<file path="src/rtl/jk_drive_seq_if.sv">
// Handshake and flop-side signal bundle for jk_drive_seq.
// The master side (stimulus plus downstream flop) drives load/pattern/q_fb; the driver is the slave.
interface jk_drive_seq_if #(
  parameter int WIDTH = 8,
  parameter int IDXW  = 3
);
  logic             load;
  logic [WIDTH-1:0] pattern;
  logic             q_fb;
  logic             ready;
  logic             busy;
  logic             j;
  logic             k;
  logic             done;
  logic             mismatch;
  logic [IDXW-1:0]  err_idx;

  modport master (
    output load, pattern, q_fb,
    input  ready, busy, j, k, done, mismatch, err_idx
  );

  modport slave (
    input  load, pattern, q_fb,
    output ready, busy, j, k, done, mismatch, err_idx
  );
endinterface

</file>
<file path="src/rtl/jk_drive_seq.sv">
// Serial J/K excitation driver: replays a latched pattern LSB first into a downstream JK flop
// and checks the flop's Q two edges after each bit is issued, latching the first failing index.
module jk_drive_seq #(
  parameter int WIDTH = 8,
  parameter int IDXW  = 3
) (
  input  logic          clk,
  input  logic          rst,
  jk_drive_seq_if.slave bus
);

  typedef enum logic [1:0] {
    IDLE  = 2'd0,
    DRIVE = 2'd1,
    DRAIN = 2'd2
  } state_e;

  localparam logic [IDXW:0] DRIVE_LEN = WIDTH[IDXW:0];

  state_e           state_q, state_d;
  logic [WIDTH-1:0] pat_q,   pat_d;
  logic             cur_q,   cur_d;
  logic [IDXW:0]    cnt_q,   cnt_d;
  logic             j_q,     j_d;
  logic             k_q,     k_d;
  logic             done_q,  done_d;
  logic             mis_q,   mis_d;
  logic [IDXW-1:0]  err_q,   err_d;
  // Two-stage compare pipeline: stage 1 is the bit just issued, stage 2 the bit the flop now holds.
  logic             v1_q,    v1_d;
  logic             exp1_q,  exp1_d;
  logic [IDXW-1:0]  i1_q,    i1_d;
  logic             v2_q,    v2_d;
  logic             exp2_q,  exp2_d;
  logic [IDXW-1:0]  i2_q,    i2_d;

  // Returns {j, k}; a toggle (11) is never produced since cur always differs from or equals tgt.
  function automatic logic [1:0] excite(input logic tgt, input logic cur);
    return {tgt & ~cur, ~tgt & cur};
  endfunction

  // NOTE: every variable assigned here gets a default first so no path leaves it unassigned (no latches).
  always_comb begin
    state_d = state_q;
    pat_d   = pat_q;
    cur_d   = cur_q;
    cnt_d   = cnt_q;
    j_d     = 1'b0;
    k_d     = 1'b0;
    done_d  = 1'b0;
    mis_d   = mis_q;
    err_d   = err_q;
    v1_d    = 1'b0;
    exp1_d  = exp1_q;
    i1_d    = i1_q;
    v2_d    = v1_q;
    exp2_d  = exp1_q;
    i2_d    = i1_q;

    if (v2_q && (bus.q_fb != exp2_q) && !mis_q) begin
      mis_d = 1'b1;
      err_d = i2_q;
    end

    unique case (state_q)
      IDLE: begin
        if (bus.load) begin
          // The flop's present Q seeds the model; bit 0 is issued on this same edge.
          {j_d, k_d} = excite(bus.pattern[0], bus.q_fb);
          cur_d      = bus.pattern[0];
          pat_d      = bus.pattern >> 1;
          cnt_d      = {{IDXW{1'b0}}, 1'b1};
          mis_d      = 1'b0;
          err_d      = '0;
          v1_d       = 1'b1;
          exp1_d     = bus.pattern[0];
          i1_d       = '0;
          state_d    = DRIVE;
        end
      end
      DRIVE: begin
        if (cnt_q == DRIVE_LEN) begin
          state_d = DRAIN;
        end else begin
          {j_d, k_d} = excite(pat_q[0], cur_q);
          cur_d      = pat_q[0];
          pat_d      = pat_q >> 1;
          cnt_d      = cnt_q + 1'b1;
          v1_d       = 1'b1;
          exp1_d     = pat_q[0];
          i1_d       = cnt_q[IDXW-1:0];
        end
      end
      DRAIN: begin
        done_d  = 1'b1;
        state_d = IDLE;
      end
      default: state_d = IDLE;
    endcase
  end

  // NOTE: sequential state uses non-blocking assignments so every register samples pre-edge values.
  always_ff @(posedge clk) begin
    if (rst) begin
      state_q <= IDLE;
      pat_q   <= '0;
      cur_q   <= 1'b0;
      cnt_q   <= '0;
      j_q     <= 1'b0;
      k_q     <= 1'b0;
      done_q  <= 1'b0;
      mis_q   <= 1'b0;
      err_q   <= '0;
      v1_q    <= 1'b0;
      exp1_q  <= 1'b0;
      i1_q    <= '0;
      v2_q    <= 1'b0;
      exp2_q  <= 1'b0;
      i2_q    <= '0;
    end else begin
      state_q <= state_d;
      pat_q   <= pat_d;
      cur_q   <= cur_d;
      cnt_q   <= cnt_d;
      j_q     <= j_d;
      k_q     <= k_d;
      done_q  <= done_d;
      mis_q   <= mis_d;
      err_q   <= err_d;
      v1_q    <= v1_d;
      exp1_q  <= exp1_d;
      i1_q    <= i1_d;
      v2_q    <= v2_d;
      exp2_q  <= exp2_d;
      i2_q    <= i2_d;
    end
  end

  assign bus.ready    = (state_q == IDLE);
  assign bus.busy     = (state_q == DRIVE) || (state_q == DRAIN);
  assign bus.j        = j_q;
  assign bus.k        = k_q;
  assign bus.done     = done_q;
  assign bus.mismatch = mis_q;
  assign bus.err_idx  = err_q;

endmodule

</file>
<file path="src/flat_wrapper.sv">
// flat-port wrapper written by rule: the top's interface ports become plain ports
module jk_drive_seq_flat 
#(
  parameter int WIDTH = 8,
  parameter int IDXW  = 3
)
  (clk, rst, bus_load, bus_pattern, bus_q_fb, bus_ready, bus_busy, bus_j, bus_k, bus_done, bus_mismatch, bus_err_idx);
  jk_drive_seq_if #(.WIDTH(WIDTH), .IDXW(IDXW)) bus_i ();
  input  logic clk;
  input  logic rst;
  input wire logic [$bits(bus_i.load)-1:0] bus_load;
  input wire logic [$bits(bus_i.pattern)-1:0] bus_pattern;
  input wire logic [$bits(bus_i.q_fb)-1:0] bus_q_fb;
  output wire logic [$bits(bus_i.ready)-1:0] bus_ready;
  output wire logic [$bits(bus_i.busy)-1:0] bus_busy;
  output wire logic [$bits(bus_i.j)-1:0] bus_j;
  output wire logic [$bits(bus_i.k)-1:0] bus_k;
  output wire logic [$bits(bus_i.done)-1:0] bus_done;
  output wire logic [$bits(bus_i.mismatch)-1:0] bus_mismatch;
  output wire logic [$bits(bus_i.err_idx)-1:0] bus_err_idx;
  assign bus_i.load = bus_load;
  assign bus_i.pattern = bus_pattern;
  assign bus_i.q_fb = bus_q_fb;
  assign bus_ready = bus_i.ready;
  assign bus_busy = bus_i.busy;
  assign bus_j = bus_i.j;
  assign bus_k = bus_i.k;
  assign bus_done = bus_i.done;
  assign bus_mismatch = bus_i.mismatch;
  assign bus_err_idx = bus_i.err_idx;
  jk_drive_seq #(.WIDTH(WIDTH), .IDXW(IDXW)) u_core (.clk(clk), .rst(rst), .bus(bus_i));
endmodule
</file>
<file path="config.mk">
export PLATFORM = sky130hd
export DESIGN_NAME = jk_drive_seq_flat
export DESIGN_NICKNAME = d
export VERILOG_FILES = /design/src/rtl/jk_drive_seq_if.sv /design/src/rtl/jk_drive_seq.sv /design/src/flat_wrapper.sv
export SDC_FILE = /design/constraint.sdc
export NUM_CORES = 1
export LEC_CHECK = 0
export ABC_AREA = 1
export CAP_MARGIN = 20
export CORE_MARGIN = 1
export CORE_UTILIZATION = 45
export CTS_CLUSTER_SIZE = 16
export DETAILED_ROUTE_END_ITERATION = 8
export PLACE_DENSITY = 0.69
export SLEW_MARGIN = 20
export SYNTH_ARGS = -nofsm -noshare
export SYNTH_HDL_FRONTEND = slang
export SYNTH_SLANG_ARGS = --single-unit
</file>
<file path="constraint.sdc">
create_clock -name clk -period 1.8 [get_ports clk]
set_clock_uncertainty 0.1 [all_clocks]
set_input_delay 0.18 -clock clk [delete_from_list [all_inputs] [get_ports clk]]
set_output_delay 0.18 -clock clk [all_outputs]
set_load 0.05 [all_outputs]
</file>
Yosys cells after proc, flatten, opt, wreduce, memory -nomap -nowiden:

Cells that the tools add are included.

* equality and inequality tests: 7
* multiply operators: 0
* shift operators: 0
* add/subtract/negate cells: 1
* order comparisons: 0
* reduce and logical (&&, ||, !) cells: 8
* div/mod/pow operators: 0
* multiplexer cells: 31
* bitwise gates (word level): 8

Operators with widths (count)
* 2-to-1 mux 8 bit: 2
* one-hot mux 8 bit (2 select lines): 1
* 2-to-1 mux 3 bit: 5
* 2-to-1 mux 1 bit: 12
* 2-to-1 mux 4 bit: 2
* one-hot mux 1 bit (2 select lines): 4
* one-hot mux 4 bit (2 select lines): 1
* one-hot mux 3 bit (2 select lines): 1
* adder 4 x 1 -> 4 bit, second input constant: 1
* AND 1 bit: 4
* == test 4 bit, second input constant: 1
* 2-to-1 mux 2 bit: 2
* inequality test 2 bit, second input constant: 2
* inverter 1 bit: 4
* one-hot mux 2 bit (2 select lines): 1
* AND reduction 3 bit: 1
* == test 2 x 1 -> 1 bit, second input constant: 1
* == test 2 bit, second input constant: 1
* logical AND 1 bit: 2
* logical NOT 2 bit: 1
* inequality test 2 x 1 -> 1 bit, second input constant: 1
* AND reduction 2 bit: 1
* nonzero test 2 bit: 1
* logical NOT 1 bit: 1
* 2 further kinds: 2

* memory bits (writable): 0
* ROM bits: 0
* latch bits: 0
* bits in registers: 31
* logic and storage cells: 69
* memories: 0
* input bits: 12
* output and inout port bits: 9

Longest topological paths before layout:

* depth in word-level cells: 6
* gate-level depth with buffers: 10
* mapped depth without buffers: 8

Worst setup path after synthesis:

OpenSTA, ideal clock, no wires.

* path type: register to register
* start: register u_core.state_q[0]
* end: register u_core.cnt_q[2]
* cell stages (with the launch flop): 9
* setup time: 71 ps
* required time: 1629 ps
* slack: 26 ps
* data arrival time: 1603 ps
* clock period less this slack: 1774 ps
* path through: dfxtp_1 inv_1 ha_1 nand2_1 nor2b_4 nand2_4 buf_6 nand2_1 a21oi_1

* cells in the longest elaborated chain, start to end: 3
* elaborated cells on any way between the ends: 7

RTL lines
* start, declared: line jk_drive_seq.sv:20 `state_e state_q, state_d;`
* start signal, assigned: line jk_drive_seq.sv:121 `state_q <= state_d;`
* logical NOT 2 bit (*)
* net bus_ready: line flat_wrapper.sv:14 `output wire logic [$bits(bus_i.ready)-1:0] bus_ready;`
* inequality test 2 bit (no line) / nonzero test 2 bit (equally long branches)
* AND reduction 3 bit (no line)
* end signal, assigned: line jk_drive_seq.sv:124 `cnt_q <= cnt_d;`
* end, declared: line jk_drive_seq.sv:23 `logic [IDXW:0] cnt_q, cnt_d;`

Mark *: on every way through the listed nets, which the timed path passes. The rest lies on a longest branch.
A chain may end at the register's enable or synchronous reset.

Worst setup path in the final report:

* start: register u_core.err_q[0] (netlist: u_core.bus.err_idx[0])
* end: output bus_err_idx[0]

RTL lines
* start, declared: line jk_drive_seq.sv:28 `logic [IDXW-1:0] err_q, err_d;`
* start signal, assigned: line jk_drive_seq.sv:129 `err_q <= err_d;`
* end, declared: line flat_wrapper.sv:20 `output wire logic [$bits(bus_i.err_idx)-1:0] bus_err_idx;`

No word-level cell between the ends.

==> results.md <==
- The run finished, with violations left.
- The final reports fail on design-rule violations.
- The critical path arrival is 1.45 ns.
- The worst slew margin relative to its limit is 0.6631.
- The worst setup path is of the reg2out kind.
- In this run the power density over the cells is 883.3 nW/um^2.
- The worst min-delay path category is reg2reg.
- The number of register bits inferred by synthesis is 30.
- The worst slack at placement is 0.08861 ns.
- The total leakage power is 0.7389 nW.
- In this run the deepest clock path goes through 2 buffers.
- After clock tree synthesis, the clock-pin slew on the worst setup and hold paths is 0.09 ns.
- The number of library cell types mapped by synthesis is 24.
- In the finished design, the share of the clock period the worst path needs comes to 0.9620.
- The transition time at the pin with the least slew margin is 0.5038 ns.
- The final max-slew violation count is 0.
- The worst setup path is captured at a primary output.
- The kind of start point of the critical path is a flip-flop.
- The fmax is 0.5775 GHz.
- The worst setup path startpoint is u_core.bus.err_idx[0].
- The layout has 269 filler cells.
- Of the cells placed in the final design, the portion with a size suffix greater than 1 is 0.1250.
- The start of the worst register-to-register path is u_core.state_q[0].
- CTS placed an instance of sky130_fd_sc_hd__clkbuf_4 at the clock tree root.
- The launch instance of the worst min-delay path is u_core.v1_q.
- The dominant synthesized flop cell is sky130_fd_sc_hd__dfxtp_1.
- The total placed instance area is 1613 um^2.
- The core occupancy in the finished layout is 0.6075.
- The deepest level of the CTS H-tree is 2.
- The cell count after synthesis is 188.
- Dividing the detail-routed wire length by the instance count gives 11.03 um.
- At the end of routability-driven placement, the weighted congestion stood at 0.7892.
- In the final timing run, aggregate negative setup slack is 0 ns.
- The cell type group with the largest total delay on the critical path is buffers and inverters.
- Summed over all nets, the half-perimeter wirelength after detailed placement is 2043 um.
- The post-layout net count is 232.
- The number of DRC markers after the initial detailed-route iteration is 66.
- The residual overflow from global routing is 0.
- Setup violations remaining at the end of the flow were counted as 0.
- Across all setup checks in the final design, the least slack found is 0.06844 ns.
- For this block, the routed nets add up to 2724 um of wire.
- In this run the worst path has a maximum fanout of 2.
- The starting density of the core is 0.4844.
- The later pin in the worst-skew pair is clocked with a latency of 0.32 ns.
- The via density per instance is 4.980.
- The repair_antennas step left the layout with diodes totalling 0.
- Entering global routing, the biggest net connects 15 pins.
- The final critical path time including I/O delays and setup is 1.732 ns.
- The total routing usage reported by global routing is 0.1939.
- Across the VDD grid, the largest voltage drop is 0.0004284 V.
- STA puts the critical path data required time at 1.52 ns.
- The total I/O pin count is 21.
- Setup repair after global routing left no endpoint under its margin.
- Overall power consumption after layout is estimated at 1.505 mW.
- Compared with the post-synthesis result, the final layout area differs by 25.41%.
- The count of TritonRoute iterations in the first routing pass is 6.
- The TritonCTS buffer count is 5.
- Yosys mapped a number of flops with a built-in enable equal to 0.
- Once detail routing completed, the nets flagged for antenna violations numbered 0.
- The die is 56.95 um wide.
- Yosys printed 0 warnings.
- The first global-routing pass estimated 4740 um of wire.
- The clock net sink count is 30.
- Counting flops with an async set or reset pin after synthesis yields a share of 0.
- Counting both buffers and inverters, the worst setup path holds a total of 1.
- Max-cap violations in this run came to 0.
- The delay of the slowest critical-path stage is 0.80 ns.
- The area of all placed cells without fillers is 1704 um^2.
- The count of standard-cell rows is 19.
- The combined area of all synthesized cells is 1359 um^2.
- The die covers 3243 um^2.
- The quantity of I/O buffers inserted on ports is 20.
- The core region is 2805 um^2.
- In the routed design, unresolved DRC markers number 6.
- The signal on the critical path passes through clkdlybuf4s50_1.
- The hold violation count in the final report is 0.
- The die is 56.95 um tall.
- The initial antenna violation count is 0.
- The via count is 1230.
- The via count of the first global-routing pass is 1174.
- The mean post-synth cell area is 7.228 um^2.
- The number of nets in the synthesized netlist is 205.
- The share of the Yosys chip area taken by registers is 0.4420.
- The clock tree from TritonCTS is built.
- On the critical path, the stage with the largest delay is an instance of sky130_fd_sc_hd__clkdlybuf4s50_1.
[Yosys cell counts (2+ instances only)]
library cell	instances	area, um^2
sky130_fd_sc_hd__a21oi_1	8	40.04
sky130_fd_sc_hd__nand2_1	49	183.9
sky130_fd_sc_hd__nor2_1	39	146.4
sky130_fd_sc_hd__nor2_2	2	12.51
sky130_fd_sc_hd__o21ai_1	3	15.01
sky130_fd_sc_hd__dfxtp_1	30	600.6
sky130_fd_sc_hd__nand3_1	4	20.02
sky130_fd_sc_hd__ha_1	5	62.56
sky130_fd_sc_hd__buf_6	2	22.52
sky130_fd_sc_hd__o21ai_0	10	50.05
sky130_fd_sc_hd__inv_1	20	75.07
sky130_fd_sc_hd__nand4_1	3	18.77
sky130_fd_sc_hd__clkbuf_1	2	7.510
[stage by stage]
step	instances	hold WS (ns)
finish	247	0.3060
global route	247	0.3014
CTS	246	0.3005
detailed placement	238	0.2935
global placement	238	0.2911
floorplan	188	0.2272
[sequential cells by signal (all words and copies together) (netlist names)]
signal and flops:
u_core.pat_q 7, u_core.i2_q 3, u_core.cur_q 1, u_core.exp2_q 1, u_core.i1_q 3, u_core.bus.j 1, u_core.cnt_q 4, u_core.bus.err_idx 3
u_core.v2_q 1, u_core.v1_q 1, u_core.bus.done 1, u_core.bus.k 1, u_core.bus.mismatch 1, u_core.state_q 2
[routing by layer]
metal / part of all wire / global-route usage / vias up
met4: 0.034 / 0.1394 / 0
met2: 0.49 / 0.3227 / 31
met1: 0.43 / 0.2049 / 555
met3: 0.045 / 0.06576 / 9
met5: 0 / 0 / -
li1: - / - / 635
[worst register-to-register path: cells and delay by family, from the launching register on]
kind	cells	cell delay, ns
adder cells (fa/ha/maj)	1	0.25
AO/OA/AOI/OAI	1	0.19
AND/OR/NAND/NOR	4	0.53
flip-flops	1	0.38
buffers and inverters	1	0.09
[report_power, final]
part / internal [mW] / total, mW / leakage [nW] / switching [mW]
combinational: 0.117 / 0.292 / 0.449 / 0.175
clock: 0.267 / 0.482 / 0.0446 / 0.216
sequential: 0.705 / 0.731 / 0.245 / 0.0262
[layout make-up]
class	instances	area (um^2)	area share
clock buffers	8	78.83	0.04626
flip-flops and latches	30	600.6	0.3524
inverters	21	78.83	0.04626
well taps	31	38.79	0.02276
repair buffers	24	249.0	0.1461
multi-input cells	133	658.1	0.3862
[logic make-up (layout without fill, tap and decap cells)]
family,after synthesis,count (layout),synth area share
buffers and inverters,26,53,0.08379
and+or+nand+nor,104,105,0.3389
adders and majority gates,5,5,0.04604
AOI/OAI and AO/OA,22,22,0.08287
xor gates and xnor gates,1,1,0.006447
DFF,30,30,0.4420
[final timing paths]
path                                        end  slack (ns)  depth (start not counted)
worst max-delay path             bus_err_idx[0]        0.07                          1
worst min-delay path                u_core.v2_q        0.31                          2
worst max register to register  u_core.pat_q[3]        0.16                          7
worst min register to register      u_core.v2_q        0.31                          2
[what timing repair did]
item                                    4_1_cts  5_1_grt
endpoints found under the setup margin        1        9
cloned                                        0        1
gates resized for setup                       1        4
pin swaps                                     0        2
setup buffers                                 0        0
hold buffers                                  0        0
[layout by cell type, fill, tap and decap left out]
master                             n
sky130_fd_sc_hd__a21oi_1           8
sky130_fd_sc_hd__buf_12            2
sky130_fd_sc_hd__buf_4             4
sky130_fd_sc_hd__clkbuf_4          5
sky130_fd_sc_hd__clkbuf_8          3
sky130_fd_sc_hd__clkdlybuf4s50_1  17
sky130_fd_sc_hd__dfxtp_1          30
sky130_fd_sc_hd__dlygate4sd2_1     1
sky130_fd_sc_hd__ha_1              3
sky130_fd_sc_hd__ha_2              2
sky130_fd_sc_hd__inv_1            20
sky130_fd_sc_hd__inv_2             1
sky130_fd_sc_hd__nand2_1          48
sky130_fd_sc_hd__nand2_2           2
sky130_fd_sc_hd__nand2_4           1
sky130_fd_sc_hd__nand3_1           4
sky130_fd_sc_hd__nand3_2           1
sky130_fd_sc_hd__nand4_1           3
sky130_fd_sc_hd__nand4_4           1
sky130_fd_sc_hd__nor2_1           39
sky130_fd_sc_hd__nor2_2            3
sky130_fd_sc_hd__nor2_4            1
sky130_fd_sc_hd__nor2b_4           1
sky130_fd_sc_hd__nor3_1            1
sky130_fd_sc_hd__o21a_1            1
sky130_fd_sc_hd__o21ai_0           9
sky130_fd_sc_hd__o21ai_1           4
sky130_fd_sc_hd__xnor2_1           1
Note: power is estimated with default switching activity, not from simulation.
